===== config.mk =====
export PLATFORM = sky130hd
export DESIGN_NAME = clk_div_bank
export DESIGN_NICKNAME = d
export VERILOG_FILES = /design/src/rtl/clk_div_pkg.sv /design/src/rtl/clk_div_chan.sv /design/src/rtl/clk_div_bank.sv
export SDC_FILE = /design/constraint.sdc
export NUM_CORES = 1
export LEC_CHECK = 0
export CAP_MARGIN = 20
export CORE_MARGIN = 3
export CORE_UTILIZATION = 57
export DETAILED_ROUTE_END_ITERATION = 10
export PLACE_DENSITY_LB_ADDON = 0.3
export SETUP_SLACK_MARGIN = 0.3
export SLEW_MARGIN = 20
export SYNTH_ARGS = -nofsm -noshare
export SYNTH_HDL_FRONTEND = slang
export SYNTH_SLANG_ARGS = --single-unit

===== constraint.sdc =====
create_clock -name clk -period 3.5 [get_ports clk]
set_input_delay 0.35 -clock clk [delete_from_list [all_inputs] [get_ports clk]]
set_output_delay 0.35 -clock clk [all_outputs]
set_load 0.03 [all_outputs]

===== src/rtl/clk_div_pkg.sv =====
// Shared constants for the clock divider bank: channel index width and
// the largest channel count the index can address.
package clk_div_pkg;

    localparam int CH_IDX_W = 4;
    localparam int NCH_MAX  = 16;

endpackage


===== src/rtl/clk_div_chan.sv =====
// One divider channel: free-running counter, terminal-count tick and a
// 50% square wave, with glitch-free reload of the divide value.
module clk_div_chan
    import clk_div_pkg::*;
#(
    parameter int DIVW    = 25,
    parameter int DEF_DIV = 2
) (
    input  logic            clk,
    input  logic            rst_n,
    input  logic            en,
    input  logic            sync_clr,
    input  logic            load,
    input  logic [DIVW-1:0] load_div,
    output logic            tick,
    output logic            sq,
    output logic            div_zero
);

    logic [DIVW-1:0] cnt;
    logic [DIVW-1:0] div;
    logic            sq_r;
    logic            at_term;

    assign at_term  = (cnt == div - DIVW'(1));
    assign div_zero = (div == '0);
    assign tick     = en & ~sync_clr & ~div_zero & at_term;
    assign sq       = sq_r;

    // A reload lands on the tick edge, so the old divide value still sets
    // the length of the period that is ending.
    always_ff @(posedge clk or negedge rst_n) begin
        if (!rst_n) begin
            cnt  <= '0;
            div  <= DIVW'(DEF_DIV);
            sq_r <= 1'b0;
        end else if (sync_clr) begin
            cnt  <= '0;
            sq_r <= 1'b0;
            if (load) begin
                div <= load_div;
            end
        end else if (load) begin
            cnt <= '0;
            div <= load_div;
            if (load_div == '0) begin
                sq_r <= 1'b0;
            end else if (tick) begin
                sq_r <= ~sq_r;
            end
        end else if (div_zero) begin
            cnt  <= '0;
            sq_r <= 1'b0;
        end else if (en) begin
            cnt <= at_term ? '0 : cnt + DIVW'(1);
            if (tick) begin
                sq_r <= ~sq_r;
            end
        end
    end

endmodule


===== src/rtl/clk_div_bank.sv =====
// Bank of NCH clock dividers sharing one pending configuration slot that
// is applied to its channel at a safe point (tick, disabled, idle or clear).
module clk_div_bank
    import clk_div_pkg::*;
#(
    parameter int NCH     = 4,
    parameter int DIVW    = 25,
    parameter int DEF_DIV = 2
) (
    input  logic                clk,
    input  logic                rst_n,
    input  logic                en,
    input  logic                sync_clr,
    input  logic                cfg_valid,
    output logic                cfg_ready,
    input  logic [CH_IDX_W-1:0] cfg_ch,
    input  logic [DIVW-1:0]     cfg_div,
    output logic                cfg_err,
    output logic [NCH-1:0]      tick,
    output logic [NCH-1:0]      sq
);

    // Handshake: a write is taken on any cycle with cfg_valid && cfg_ready;
    // cfg_ready is low only while the single pending slot is occupied, and
    // the requester must hold cfg_ch/cfg_div stable while valid waits.

    logic                pend;
    logic [CH_IDX_W-1:0] pend_ch;
    logic [DIVW-1:0]     pend_div;
    logic                cfg_err_r;

    logic                accept;
    logic                ch_ok;
    logic                acc_ok;
    logic                pend_cond;
    logic                apply;
    logic [CH_IDX_W-1:0] apply_ch;
    logic [DIVW-1:0]     apply_div;
    logic [NCH-1:0]      ch_tick;
    logic [NCH-1:0]      ch_zero;

    assign cfg_ready = ~pend;
    assign cfg_err   = cfg_err_r;
    assign accept    = cfg_valid & cfg_ready;
    assign ch_ok     = (32'(cfg_ch) < 32'(NCH));
    assign acc_ok    = accept & ch_ok;
    assign tick      = ch_tick;

    always_comb begin
        pend_cond = 1'b0;
        for (int k = 0; k < NCH; k++) begin
            if (pend_ch == CH_IDX_W'(k)) begin
                pend_cond = ch_tick[k] | ch_zero[k];
            end
        end
        pend_cond = pend_cond | ~en;
    end

    // A clear applies whatever is pending, or a write accepted alongside it.
    always_comb begin
        if (sync_clr) begin
            apply = pend | acc_ok;
        end else begin
            apply = pend & pend_cond;
        end
        apply_ch  = pend ? pend_ch  : cfg_ch;
        apply_div = pend ? pend_div : cfg_div;
    end

    always_ff @(posedge clk or negedge rst_n) begin
        if (!rst_n) begin
            pend      <= 1'b0;
            pend_ch   <= '0;
            pend_div  <= '0;
            cfg_err_r <= 1'b0;
        end else begin
            cfg_err_r <= accept & ~ch_ok;
            if (apply) begin
                pend <= 1'b0;
            end else if (acc_ok && !sync_clr) begin
                pend     <= 1'b1;
                pend_ch  <= cfg_ch;
                pend_div <= cfg_div;
            end
        end
    end

    for (genvar g = 0; g < NCH; g++) begin : g_chan
        clk_div_chan #(
            .DIVW    (DIVW),
            .DEF_DIV (DEF_DIV)
        ) u_chan (
            .clk      (clk),
            .rst_n    (rst_n),
            .en       (en),
            .sync_clr (sync_clr),
            .load     (apply && (apply_ch == CH_IDX_W'(g))),
            .load_div (apply_div),
            .tick     (ch_tick[g]),
            .sq       (sq[g]),
            .div_zero (ch_zero[g])
        );
    end

endmodule


Yosys cells after proc, flatten, opt, wreduce, memory -nomap -nowiden:

Cells that the tools add are included.

* register bits after elaboration: 235
* word-level logic and storage cells: 139

* $add $sub $neg: 8
* $lt $le $gt $ge: 1
* eq/ne operators: 10
* mux-type cells: 53
* bitwise gates (word level): 32
* reductions and logical operators: 19

Operators with widths (number)
* $mux 25: 21
* $logic_not 25->1: 5
* $add 25x1->25 const B: 4
* $eq 25x25->1: 4
* $sub 25x1->25 const B: 4
* $mux 1: 31
* $eq 4x2->1 const B: 4
* $reduce_bool 4->1: 4
* $and 1x1->1: 13
* $not 1->1: 13
* $eq 4x1->1 const B: 2
* $logic_not 4->1: 2
* $or 1x1->1: 6
* $logic_and 1x1->1: 5
* $lt 4x3->1 const B: 1
* $mux 4: 1
* $reduce_and 2->1: 1
* $reduce_bool 2->1: 1
* $logic_not 1->1: 1

Depth between registers and ports, before layout:

Gate-level depths: netlist of run 1.

* depth in word-level cells: 15
* depth in mapped cells: 14
* depth with buffers taken out: 11

Modules after synthesis:

Synthesis of run 1 repeated with hierarchy kept, for this count alone.

* cells, all modules: 1537
* area, all modules: 15021.9 um2

Modules (own cells, without submodules)
* clk_div_chan at g_chan[0].u_chan ...: instances 2, cells an instance 349, area an instance 3395.8 um2, sequential area each 1277.5 um2
* clk_div_chan at g_chan[2].u_chan ...: instances 2, cells an instance 357, area an instance 3293.2 um2, sequential area each 1277.5 um2
* clk_div_bank: instances 1, cells an instance 125, area an instance 1644.1 um2, sequential area each 775.7 um2

Worst setup path after synthesis of run 1:

No wires, ideal clock.

* kind: register to register
* start point: register g_chan[1].u_chan.div[0]
* end point: register g_chan[1].u_chan.div[20]
* library setup time: 0.128 ns
* arrival time: 3.776 ns
* setup slack: -0.404 ns
* cell stages (with the launch flop): 13
* buffers on the path: 1
* path through: dfrtp_1 > inv_1 > ha_1 > or4b_2 > nor4_1 > xnor2_1 > o2111ai_1 > or4_1 > o32ai_1 > a21oi_1 > o32ai_4 > buf_4 > mux2_1

* word-level cells in the longest chain between the ends: 12
* elaborated cells between the ends (all ways): 14
* classes of those cells: add/sub (1); eq/ne (1); mux (4); bitwise (6); reduce/logical (2)

RTL lines
* from (decl): line clk_div_chan.sv:21 `logic [DIVW-1:0] div;`
* from (signal assigned): line clk_div_chan.sv:35 `div <= DIVW'(DEF_DIV);`
* from (signal assigned): line clk_div_chan.sv:41 `div <= load_div;`
* from (signal assigned): line clk_div_chan.sv:45 `div <= load_div;`
* branches (longest 4 deep; another with $sub 25x1->25)
* $or 1x1->1 (*): line clk_div_bank.sv:53 `pend_cond = ch_tick[k] | ch_zero[k];`
* $mux 1 (*) (3 in a row): line clk_div_bank.sv:52 `if (pend_ch == CH_IDX_W'(k)) begin`
* $or 1x1->1 (*): line clk_div_bank.sv:56 `pend_cond = pend_cond | ~en;`
* $and 1x1->1 (*): line clk_div_bank.sv:64 `apply = pend & pend_cond;`
* $mux 1 (*): line clk_div_bank.sv:61 `if (sync_clr) begin`
* $logic_and 1x1->1 (*): line clk_div_bank.sv:97 `.load (apply && (apply_ch == CH_IDX_W'(g))),`

Every way passes the cells marked *.
A chain may end at the register's enable or synchronous reset.

Worst setup path in the final report of run 1:

* start point: register g_chan[3].u_chan.div[8]
* end point: output port tick[3]

* word-level cells in the longest chain between the ends: 4
* elaborated cells between the ends (all ways): 6
* classes of those cells: add/sub (1); eq/ne (1); bitwise (3); reduce/logical (1)

RTL lines
* from (decl): line clk_div_chan.sv:21
* from (signal assigned): line clk_div_chan.sv:35
* from (signal assigned): line clk_div_chan.sv:41
* from (signal assigned): line clk_div_chan.sv:45
* branches (longest 3 deep; another with $sub 25x1->25)
* $and 1x1->1 (*): line clk_div_chan.sv:27 `assign tick = en & ~sync_clr & ~div_zero & at_term;`
* to (decl): line clk_div_bank.sv:19 `output logic [NCH-1:0] tick,`

Marks and branches as above.

==> results of run 1 <==
## metal layers
metal  GRT usage  share of wire  vias up
met5           0        0.00027        -
met4       0.192          0.059        2
met1       0.464           0.38     7709
met2       0.582           0.47      901
met3      0.0640          0.081      258
li1            -              -     6783
## logic make-up (layout without fill, tap and decap cells)
| family | Yosys count | in the layout |
|---|---|---|
| flops | 235 | 235 |
| compound gates | 322 | 322 |
| xor+xnor | 137 | 137 |
| fa+ha+maj | 10 | 10 |
| mux | 164 | 164 |
| buf+inv | 137 | 383 |
| simple gates | 694 | 694 |
## sequential cells by signal, indices dropped and copies added (netlist names)
register,count
g_chan.u_chan.cnt,100
cfg_err,1
pend_ch,4
g_chan.u_chan.sq,4
pend,1
g_chan.u_chan.div,100
pend_div,25
## how the worst max path moves through the flow
stage	from	slack [ns]	end	cells past startpoint
3_5_place_dp	g_chan[0].u_chan.div[11]	-0.1	g_chan[0].u_chan.sq	10
5_1_grt	g_chan[3].u_chan.div[8]	-0.61	tick[3]	9
2_1_floorplan	g_chan[1].u_chan.div[0]	0.04	g_chan[1].u_chan.div[0]	12
4_1_cts	g_chan[3].u_chan.div[8]	-0.55	tick[3]	9
3_3_place_gp	g_chan[0].u_chan.div[11]	-0.05	g_chan[0].u_chan.sq	10
6_report	g_chan[3].u_chan.div[8]	-0.51	tick[3]	9
## synthesized netlist by cell type, drive strengths merged (6+ instances only)
library cell  instances  area share
nor3b                34       0.016
and2                 18      0.0072
nor2                 85       0.020
clkbuf               66       0.016
nand3b               31       0.015
nor2b                27       0.011
o21ai               114       0.037
nor4                 55       0.026
and3                 32       0.013
xnor2                76       0.042
a22oi                 7      0.0033
o211ai               12      0.0060
mux2i                10      0.0064
ha                   10      0.0079
nand4                26       0.010
or4                  23       0.011
buf                  45       0.018
mux2                154        0.11
nor4b                 8      0.0045
nor3                119       0.039
or3                  22      0.0087
nand3                76       0.024
inv                  26      0.0062
and4                 11      0.0061
a211oi               14      0.0067
o21a                  6      0.0029
nand2                74       0.018
o22ai                12      0.0060
a21oi                87       0.028
or2                   9      0.0036
nand2b               26       0.010
xor2                 59       0.033
o31ai                12      0.0066
dfrtp               231        0.37
## per-stage QoR
stage,TNS [ns],utilization,std cells,cell area (um2)
global route,-69.82,0.806,2286,21800
global placement,-1.78,0.663,2154,17900
floorplan,0,-,1699,16100
detailed placement,-6.02,0.663,2154,17900
CTS,-26.87,0.773,2274,20900
finish,-50.36,0.806,2286,21800
## power groups by stage
stage	combinational (mW)	sequential, mW	clock (mW)
3_3_place_gp	4.58	3.86	0
2_1_floorplan	2.95	3.83	0
5_1_grt	5.91	4.02	3.25
4_1_cts	5.13	3.88	3.13
6_report	5.57	3.97	3.13
3_5_place_dp	4.71	3.90	0
## area by class of cell
cell class,instances,area (um2),share of cell area
clock buffers,33,758,0.0348
clock inverters,14,209,0.00959
inverters,26,97.6,0.00448
multi-input cells,1327,10900,0.501
flip-flops and latches,235,5890,0.270
well taps,341,427,0.0196
repair buffers,310,3500,0.161
## timing repair
item | 4_1_cts | 5_1_grt
pin swaps | 53 | 61
endpoints found under the hold margin | 94 | 0
hold buffers | 1 | 0
gates cloned | 25 | 1
setup buffers | 47 | 11
gates resized for setup | 246 | 154
setup endpoints to repair | 209 | 209
==> summary.md, run 1 <==
| Metric | Value |
|---|---|
| Outcome | `finished with violations` |
| Failing checks | `setup timing` |
| CTS tree | `yes` |
| Clock sink count | `between 200 and 250` |
| Worst setup SP type | `flop` |
| Drt pass-1 iters | `6` |
| Die area | `around 30000 um2` |
| Pwr Density | `roughly 580 nW/um2` |
| Number of enable flip-flop cells after synthesis | `0` |
| Crit path DAT | `3.66 ns` |
| Unrepaired setup endpoints after global routing | `yes` |
| Syn Nets | `around 1700` |
| Mux share of post-synthesis cell area | `0.117` |
| DR iter-0 viols | `1768` |
| Critical path class | `reg -> out` |
| Switch share | `0.366` |
| Post-Syn Area | `between 15000 and 20000 um2` |
| Cts bufs inserted | `27` |
| RD Place Congestion | `between 0.9 and 1` |
| Leading cell type in the layout, fill and taps excluded | `dfrtp_1` |
| Slowest stage cell, crit path | `or4_4` |
| Most frequent CP cell | `or4_4` |
| Post-Synth Adder-Cell Area | `0.00795` |
| Area Overhead vs Synth | `38.4%` |
| Initial antenna violation count | `1` |
| Via count | `about 16000` |
| Leakage | `just under 9 nW` |
| Final Skew | `just under 0.01 ns` |
| Period minus WS final | `approximately 4.0 ns` |
| Commonest cells after routing, fill and taps aside | `dfrtp_1, buf_4, mux2_4` |
| Critical path required time | `~3.2 ns` |
| Max Cap Viol | `0` |
| Synth Area in Compound Gates | `0.130` |
| Antenna fix cells | `0` |
| Clk slew on worst S/H paths | `approximately 0.06 ns` |
| Post-route ant nets | `0` |
| Final hold vios | `0` |
| First-pass GRT wire length | `between 80 and 90 mm` |
| XOR/XNOR share of the synthesized area | `0.0780` |
| Max VDD drop | `between 400 and 500 uV` |
| Root Buffer | `clkbuf_16` |
| Vias in the first global route | `15500` |
| Ports | `between 40 and 50` |
| Fin crit share | `1.15` |
| Ys async rst share | `1.00` |
| Post-synth cell types | `90` |
| Worst Hold Class | `in -> async` |
| H-tree depth | `1` |
| Maximum clock rate | `around 0.25 GHz` |
| CP delay by family, top | `simple AND/OR/NAND/NOR gates` |
| PnR Total Power | `between 10 and 15 mW` |
| HPWL Detailed | `around 32 mm` |
| Max Fanout on Critical Path | `2` |
| Setup WS post-layout | `-0.513 ns` |
| Max-slew headroom | `0.358` |
| Max incr delay on CP | `~0.54 ns` |
| NumNets Final | `between 1500 and 2000` |
| Register area share after synthesis | `0.374` |
| Buffers and inverters on the worst path | `1` |
| Share of layout cells above drive strength 1 | `0.357` |
| Largest family of logic cells by synthesized area | `simple AND/OR/NAND/NOR gates` |
| Core area | `~27000 um2` |
| Chip height | `~170 um` |
| Starting density of the core | `0.582` |
| Hold WS | `0.387 ns` |
| Worst slack at placement | `-0.0970 ns` |
| FP Rows | `60` |
| Synth Area in Simple Gates | `0.254` |
| Slew at the pin closest to its max-slew limit | `between 0.9 and 1 ns` |
| Largest net degree at the start of global routing | `just over 100` |
| Clk pwr share | `0.247` |
| IO buf count | `between 40 and 50` |
| Worst-path cell chain | `or4_4 > or2_4 > or4_4 > a221oi_4 > nand3_1 > or3_1 > or4_4 > nor2_4 > buf_6` |
| Switching power | `roughly 4.6 mW` |
| Via-to-Cell Ratio | `6.85` |
| Yosys warns | `0` |
| Setup-failing EPs final | `approximately 210` |
| Clk_lat worst skew | `~0.56 ns` |
| Total gr overflow | `0` |
| Most used DFF post-synth | `dfrtp_1` |
| All-Layer GR Usage | `0.360` |
| FF-to-FF End | `g_chan[2].u_chan.div[3]` |
| Reg power frac | `0.313` |
| Final wirelength | `between 50 and 60 mm` |
| Max clock buf depth | `3` |
| Cell internal pwr | `between 8 and 9 mW` |
| Slew Limit Fails | `0` |
| Endpoint type of the worst setup path | `primary output` |
| Number of synthesized register bits | `about 240` |
| Register-to-register setup slack | `-0.33 ns` |
| Gate power share | `0.440` |
| Syn_area_per_cell | `9.27 um2` |
| FF-to-FF path depth | `15` |
| RR Startpoint | `g_chan[3].u_chan.div[8]` |
| DRC violations left | `0` |
| Post-synthesis cell count | `about 1700` |
| WL/cell | `approximately 24 um` |
| Fillcell total | `about 1500` |
| DIE WIDTH | `172 um` |
(Power assumes the default switching activity.)
==> inputs of run 2 (changes only) <==
--- a/config.mk
+++ b/config.mk
@@ -9,6 +9,7 @@
 export CORE_MARGIN = 3
 export CORE_UTILIZATION = 57
 export DETAILED_ROUTE_END_ITERATION = 10
+export GPL_ROUTABILITY_DRIVEN = 0
 export PLACE_DENSITY_LB_ADDON = 0.3
 export SETUP_SLACK_MARGIN = 0.3
 export SLEW_MARGIN = 20
==> run 2 against run 1 <==
  * The run still ends with setup timing left
  * Worst hold slack lost 0.013 ns
  * Clock power about the same
  * Non-clock buffer count shrank 10
  * Routed wire length rose by 12%
  * Via count grew 6.3%
  * Clock skew is 0.011 ns higher
  * Utilization down 0.12 points
  * Maximum frequency shrank 5.6%
  * Total power up 4.8%
  * Register-to-register slack got worse by 0.19 ns
  * Critical endpoint unchanged
==> summary.md, run 2 (synthesis gave the netlist of run 1 again) <==
| Metric | Value |
|---|---|
| HPWL Detailed | `32.0 mm (-0.92%)` |
| Setup TNS | `-85.74 ns (-35.38 ns)` |
| Max Cap Viol | `0 (unchanged)` |
| Switching power | `5.15 mW (+11%)` |
| First-pass GRT wire length | `87.3 mm (+2.7%)` |
| Commonest cells after routing, fill and taps aside | `dfrtp_1, buf_4, mux2_4` |
| Total gr overflow | `0 (unchanged)` |
| Post-route ant nets | `0 (unchanged)` |
| Buffers and inverters on the worst path | `4 (+3)` |
| DRC violations left | `0 (unchanged)` |
| CTS tree | `yes` |
| Maximum clock rate | `0.235 GHz (-5.6%)` |
| Initial antenna violation count | `3 (+2)` |
| Critical path class | `reg -> out` |
| Unrepaired setup endpoints after global routing | `yes` |
| Failing checks | `setup timing` |
| Clk_lat worst skew | `0.57 ns (about the same)` |
| Starting density of the core | `0.582 (unchanged)` |
| Endpoint type of the worst setup path | `primary output` |
| Finished Cell Area | `21800 um2 (-0.16%)` |
| Origin of the worst setup path | `g_chan[3].u_chan.div[7]` |
| Root Buffer | `clkbuf_16` |
| Hold Path Depth | `3` |
| Max clock buf depth | `3 (unchanged)` |
| Largest net degree at the start of global routing | `95 (-5.9%)` |
| H-tree depth | `1 (unchanged)` |
| Worst slack at placement | `-0.126 ns (-0.0288 ns)` |
| Vias in the first global route | `15900 (+2.7%)` |
| Final wirelength | `62.4 mm (+12%)` |
| Placed cell areas | `17800 um2 (-0.74%)` |
| Met2 GRT Util | `0.610 (+0.0279)` |
| Leading cell type in the layout, fill and taps excluded | `dfrtp_1` |
| Hold path startpoint | `cfg_valid` |
| Clk slew on worst S/H paths | `0.06 ns (about the same)` |
| RR Startpoint | `g_chan[3].u_chan.div[7]` |
| Critical path required time | `3.15 ns (about the same)` |
| Max VDD drop | `427 uV (-5.1%)` |
| Via-to-Cell Ratio | `7.30 (+6.6%)` |
| Worst setup SP type | `flop` |
| Chip height | `172 um (unchanged)` |
| Slowest stage cell, crit path | `or4_4` |
| IO buf count | `43 (unchanged)` |
| Setup WS post-layout | `-0.750 ns (-0.238 ns)` |
| Period minus WS final | `4.25 ns (+0.238 ns)` |
| Max incr delay on CP | `0.51 ns (-0.03 ns)` |
| Inst Count DP | `2138 (-0.74%)` |
| Clk pwr share | `0.235 (-0.012)` |
| Final hold vios | `0 (unchanged)` |
| Most frequent CP cell | `buf_4` |
| Pwr Density | `610 nW/um2 (+5.0%)` |
| Final Skew | `0.0204 ns (+0.0107 ns)` |
| Worst-path cell chain | `buf_4 > nor4_4 > buf_4 > buf_4 > nand3_1 > or3_1 > a221oi_4 > nand3_1 > or3_1 > or4_4 > nor2_4 > buf_6` |
| Clock sink count | `235 (unchanged)` |
| Slew Limit Fails | `0 (unchanged)` |
| DIE WIDTH | `172 um (unchanged)` |
| Busiest grt layer | `met2` |
| Slew at the pin closest to its max-slew limit | `1.02 ns (+0.0566 ns)` |
| Reg power frac | `0.309 (-0.004)` |
| Via count | `16600 (+6.3%)` |
| Cell internal pwr | `8.13 mW (+1.1%)` |
| FF-to-FF path depth | `15 (unchanged)` |
| Cts bufs inserted | `26 (-3.7%)` |
| Area Overhead vs Synth | `38.2%` |
| Met3 usage | `0.0631 (-0.000914)` |
| Max-slew headroom | `0.320 (-0.0378)` |
| All-Layer GR Usage | `0.370 (+0.0102)` |
| CP delay by family, top | `simple AND/OR/NAND/NOR gates` |
| Ports | `44 (unchanged)` |
| Core area | `27000 um2 (unchanged)` |
| Outcome | `finished with violations` |
| DR iter-0 viols | `2486 (+41%)` |
| Crit path DAT | `3.90 ns (+0.24 ns)` |
| Gate power share | `0.456 (+0.016)` |
| Leakage | `8.75 nW (-0.62%)` |
| Die area | `29600 um2 (unchanged)` |
| Max Fanout on Critical Path | `3 (+1)` |
| FP Rows | `60 (unchanged)` |
| NumNets Final | `1960 (-0.56%)` |
| Largest registers | `g_chan.u_chan.cnt x100, g_chan.u_chan.div x100, pend_div x25` |
| Share of layout cells above drive strength 1 | `0.361 (+0.00443)` |
| Worst Hold Class | `in -> reg` |
| WL/cell | `27.4 um (+13%)` |
| Non-filler cells, final | `2278 (-0.35%)` |
| CP Depth | `12 (+3)` |
| Fin crit share | `1.21 (+0.0679)` |
| Drt pass-1 iters | `7 (+1)` |
| Met1 usage | `0.463 (about the same)` |
| Setup-failing EPs final | `209 (unchanged)` |
| Switch share | `0.388 (+0.0222)` |
[run 2: cell type report]
class,instances,area (um2)
Antenna cell,2,5.00
Fill cell,1385,5270
Tap cell,341,427
Multi-Input combinational cell,1327,11100
Clock buffer,39,791
Inverter,26,97.6
Sequential cell,235,5890
Timing Repair Buffer,300,3300
Clock inverter,8,169
[run 2: power by group through the flow]
stage	logic [mW]	clock network, mW	registers, mW
detailed placement	4.59	0	3.91
floorplan	2.95	0	3.83
CTS	5.18	3.08	3.91
global placement	4.43	0	3.87
global route	6.30	3.23	4.12
finish	6.06	3.12	4.10
[run 2: path summary, 6_finish.rpt]
check	to	slack [ns]
max in group asynchronous	g_chan[1].u_chan.div[1]	2.07
hold reg to reg	pend_div[20]	0.51
min in group asynchronous	g_chan[3].u_chan.cnt[0]	0.40
setup reg to reg	g_chan[2].u_chan.div[14]	-0.52
hold / removal	cfg_err	0.37
setup / recovery	tick[3]	-0.75
[run 2: what timing repair did]
action,in CTS,in global routing
endpoints found under the hold margin,89,0
buffers inserted,45,19
gates cloned,22,4
hold buffers,1,0
gates resized for setup,262,145
endpoints found under the setup margin,209,209
pin swaps,71,62
[run 2: layer usage]
metal,wire length [um],share of wire
met1,21900,0.35
met2,28900,0.46
met3,6050,0.097
met4,5570,0.089
met5,27,0.00043
[run 2: worst reg2reg max path: cells and delay by family (launching register included)]
family          cells  cell delay (ns)
simple gates        5             1.55
compound gates      3             0.78
buf+inv             6             0.86
flops               1             0.39
mux                 1             0.31
[run 2: through the flow]
stage | power (mW) | hold WS (ns) | utilization
after floorplan | 6.78 | 0.0544 | -
after global placement | 8.30 | 0.434 | 0.658
after detailed placement | 8.50 | 0.434 | 0.658
after CTS | 12.2 | 0.383 | 0.769
after global routing | 13.6 | 0.427 | 0.805
final | 13.3 | 0.374 | 0.805
